**config.mk**
```make
export PLATFORM = sky130hd
export DESIGN_NAME = cozy_mem_arbiter
export DESIGN_NICKNAME = d
export VERILOG_FILES = /design/src/rtl/cozy_mem_arbiter.sv
export SDC_FILE = /design/constraint.sdc
export NUM_CORES = 1
export LEC_CHECK = 0
export ABC_AREA = 1
export BUFFER_PORTS_ARGS = -buffer_cell sky130_fd_sc_hd__buf_2
export CORE_MARGIN = 2
export CORE_UTILIZATION = 30
export CTS_CLUSTER_SIZE = 25
export DETAILED_ROUTE_END_ITERATION = 10
export PLACE_DENSITY = 0.71
export SLEW_MARGIN = 30
export SYNTH_ARGS = -nofsm -noshare
export SYNTH_HDL_FRONTEND = slang
export SYNTH_SLANG_ARGS = --single-unit
export TNS_END_PERCENT = 1
```
**constraint.sdc**
```tcl
create_clock -name clk -period 3.8 [get_ports clk]
set_input_delay 0.76 -clock clk [delete_from_list [all_inputs] [get_ports clk]]
set_output_delay 0.76 -clock clk [all_outputs]
set_load 0.02 [all_outputs]
```
**src/rtl/cozy_mem_arbiter.sv**
```systemverilog
// Two-port arbiter in front of the single-port cozy_memory word RAM.
// A CPU read/write port and a video read port share the memory; the granted port is acked one cycle later.
module cozy_mem_arbiter #(
    parameter int ADDR_WIDTH = 13,
    parameter bit VID_FIXED  = 1'b0
) (
    input  logic                  clk,
    input  logic                  rst_n,
    input  logic                  cpu_req,
    input  logic [ADDR_WIDTH-1:0] cpu_addr,
    input  logic [15:0]           cpu_wdata,
    input  logic [1:0]            cpu_bwe,
    output logic                  cpu_ack,
    output logic [15:0]           cpu_rdata,
    input  logic                  vid_req,
    input  logic [ADDR_WIDTH-1:0] vid_addr,
    output logic                  vid_ack,
    output logic [15:0]           vid_rdata,
    output logic [ADDR_WIDTH-1:0] mem_addr,
    output logic [15:0]           mem_din,
    output logic [1:0]            mem_bwe,
    input  logic [15:0]           mem_dout
);

    logic                  cpu_ack_q, cpu_ack_d;
    logic                  vid_ack_q, vid_ack_d;
    logic                  last_vid_q, last_vid_d;
    logic [ADDR_WIDTH-1:0] addr_q, addr_d;
    logic                  cpu_elig, vid_elig;
    logic                  grant_cpu, grant_vid;

    always_comb begin
        // a port's request is still high in its own ack cycle, so it sits out that cycle
        cpu_elig  = cpu_req & ~cpu_ack_q;
        vid_elig  = vid_req & ~vid_ack_q;
        grant_cpu = 1'b0;
        grant_vid = 1'b0;
        if (cpu_elig && vid_elig) begin
            if (VID_FIXED || !last_vid_q) begin
                grant_vid = 1'b1;
            end else begin
                grant_cpu = 1'b1;
            end
        end else begin
            grant_cpu = cpu_elig;
            grant_vid = vid_elig;
        end

        mem_addr = addr_q;
        mem_din  = '0;
        mem_bwe  = '0;
        if (grant_cpu) begin
            mem_addr = cpu_addr;
            mem_din  = cpu_wdata;
            mem_bwe  = cpu_bwe;
        end else if (grant_vid) begin
            mem_addr = vid_addr;
        end

        addr_d     = mem_addr;
        cpu_ack_d  = grant_cpu;
        vid_ack_d  = grant_vid;
        last_vid_d = last_vid_q;
        if (grant_vid) begin
            last_vid_d = 1'b1;
        end else if (grant_cpu) begin
            last_vid_d = 1'b0;
        end
    end

    // last_vid resets high so the first contended cycle goes to the CPU
    always_ff @(posedge clk or negedge rst_n) begin
        if (!rst_n) begin
            cpu_ack_q  <= 1'b0;
            vid_ack_q  <= 1'b0;
            last_vid_q <= 1'b1;
            addr_q     <= '0;
        end else begin
            cpu_ack_q  <= cpu_ack_d;
            vid_ack_q  <= vid_ack_d;
            last_vid_q <= last_vid_d;
            addr_q     <= addr_d;
        end
    end

    assign cpu_ack   = cpu_ack_q;
    assign vid_ack   = vid_ack_q;
    assign cpu_rdata = cpu_ack_q ? mem_dout : 16'h0000;
    assign vid_rdata = vid_ack_q ? mem_dout : 16'h0000;

endmodule
```
==> qor.yml <==
synthesis:
  synth-seq-cells: 16
  synth-seq-area-share_pct: 30.69
  post-synth-top-area-fraction_pct: 28.68
  synth_cell_types: 17
  yosys_warnings: 0
  syn_inst: 222
  synth_top_cell_by_area: "dfrtp_1"
  synthTopCellsByArea: "dfrtp_1, inv_1, nand2_1"
  synth_area_um2: 1309
  avgSynthCellArea_um2: 5.895
  syn_nets: 286
pwr:
  seqPwrFrac_pct: 29.7
  p_switching_mw: 0.3846
  p_leak_nw: 1.566
  ir_worst_vdd_mv: 0.2440
  switching_share_pct: 45.28
  intPower_mw: 0.4648
  finalPower_mw: 0.8494
  power_frac_comb_pct: 52.5
  clkPwrFrac_pct: 17.8
  power_density_nw_per_um2: 425.4
global_route:
  grt_max_degree: 33
  grt_pass1_vias: 1407
  grt_first_pass_wirelength_um: 6085
  antenna_found_initial: 0
  grt.total_usage_pct: 14.85
  overflow: 0
place:
  dpl_cell_area_um2: 1942
  place_congestion: 0.7282
  dpl_worst_slack_ps: 984.6
  hpwl_um: 3051
  port_buffers: 128
critical_path:
  required_ps: 3040
  startpoint_type: "flip-flop"
  rr_worst_depth: 6
  cp_cell_sequence: "nor2_8 -> nand2_4 -> nand2_4 -> inv_2 -> nand2_1 -> nand2_1 -> buf_2"
  worst_ep_arrival_time_ps: 2100
  endpoint_kind: "output pin"
  cp-endpoint: "mem_addr[7]"
  r2r-end: "addr_q[7]"
  crit_type: "reg2out"
  slowest_delay_ps: 620
  critPathSlowestCell: "dfrtp_1"
  r2r-start: "vid_ack"
  critical_path_peak_fanout: 32
  regToRegSetupSlack_ps: 1990
  crit_start: "vid_ack"
clocking:
  htreeDepth: 1
  clock_latency_ps: 250
  hold_buffers: 0
  clk_path_buf_depth: 2
  cts.clk_slew.worst_paths_ps: 60
  cts_root_buffer: "clkbuf_8"
  post-cts-setup-buffers: 0
  cts_buffers: 3
  numClockSinks: 16
  cts_tree: "built"
  ctsResizeCount: 0
routing:
  avgRoutedWirePerCell_um: 9.480
  drc_errors: 0
  avgViaCountPerCell: 4.035
  vias: 1598
  ant_nets: 0
  firstDrtPassIters: 4
  wl_um: 3754
  drtIter0Drc: 78
worst_hold_path:
  hold_class: "in2async"
cells_and_area:
  drive_above_1_share_pct: 40.70
  final_cell_mix: "buf_2, inv_1, nand2_1, nor2_1, nand3_1"
  diodes: 0
  postLayoutCellArea_um2: 1997
  final_common_cell: "buf_2"
  syn_to_final_growth_pct: 52.58
  nets: 409
timing:
  period_share_pct: 75.39
  finalHoldViolations: 0
  final_max_slew_viol_count: 0
  min_period_ps: 2865
  layout_setup_ws_ps: 935.1
  finalSetupViolations: 0
  fin_tns_setup_ps: 0
  tightest_slew_ps: 650.9
  relSlewSlack_pct: 56.61
  fmax_mhz: 349.0
  fin_skew_ps: 0.5896
  rsz0062_at_grt: "false"
run:
  drv_cap: 0
die:
  die_h_um: 70.05
  start_util_pct: 30.69
  ios: 129
  core_area_um2: 4264
  die-area_um2: 4907
  die_w_um: 70.05
  fp-row-count: 24
outcome:
  outcome: "finished, final reports clean"
[layout make-up]
class | count | area (µm²)
Sequential cell | 16 | 401.6
Multi-Input combinational cell | 122 | 556.8
Tap cell | 52 | 65.06
Fill cell | 460 | 2267
Inverter | 74 | 277.8
Clock buffer | 4 | 55.05
Timing Repair Buffer | 128 | 640.6
[per-stage QoR]
step           utilization (%)  cells  hold slack (ps)
6_report                 46.83    396            415.2
5_1_grt                  46.83    396            430.7
4_1_cts                  46.83    396            430.8
3_5_place_dp             45.54    392            552.9
3_3_place_gp             45.54    392            549.9
2_1_floorplan                -    222            464.4
[routing by layer]
metal	vias to the layer above	global-route usage (%)	share of wire [%]
met5	-	0	0
met4	0	2.778	0.19
met3	2	3.463	9.8
met2	78	27.62	49
met1	660	17.37	41
li1	858	-	-
[worst min-delay path by stage]
stage	from	end	cells after the start
2_1_floorplan	rst_n	addr_q[0]	0
3_3_place_gp	addr_q[2]	addr_q[2]	4
3_5_place_dp	addr_q[2]	addr_q[2]	4
4_1_cts	rst_n	addr_q[1]	1
5_1_grt	rst_n	addr_q[8]	1
6_report	rst_n	addr_q[1]	1
[registers in the layout, summed over array words and instances, names as in the netlist]
| register | cells |
|---|---|
| cpu_ack | 1 |
| last_vid_q | 1 |
| vid_ack | 1 |
| addr_q | 13 |
[power by group through the flow]
stage / clock, mW / combinational (mW) / sequential (mW)
after floorplan: 0 / 0.324 / 0.241
final: 0.151 / 0.446 / 0.252
after global routing: 0.168 / 0.499 / 0.258
after detailed placement: 0 / 0.452 / 0.256
after global placement: 0 / 0.448 / 0.255
after CTS: 0.155 / 0.454 / 0.253
[Yosys cell counts (all sizes together)]
master,number
buf,9
clkbuf,1
dfrtp,15
dfstp,1
inv,74
nand2,74
nand3,17
nand3b,10
nor2,20
o21ai,1
[cell families after synthesis]
kind of cell	share of synthesized area, %
simple gates	42.16
compound gates	0.3820
flops	30.69
buf+inv	26.77
[worst max-delay path: cells and delay by family (launching register included)]
kind | cells | cell delay, ps
buf+inv | 2 | 360
flops | 1 | 620
simple gates | 5 | 870
Power figures use the tool's default switching activity.
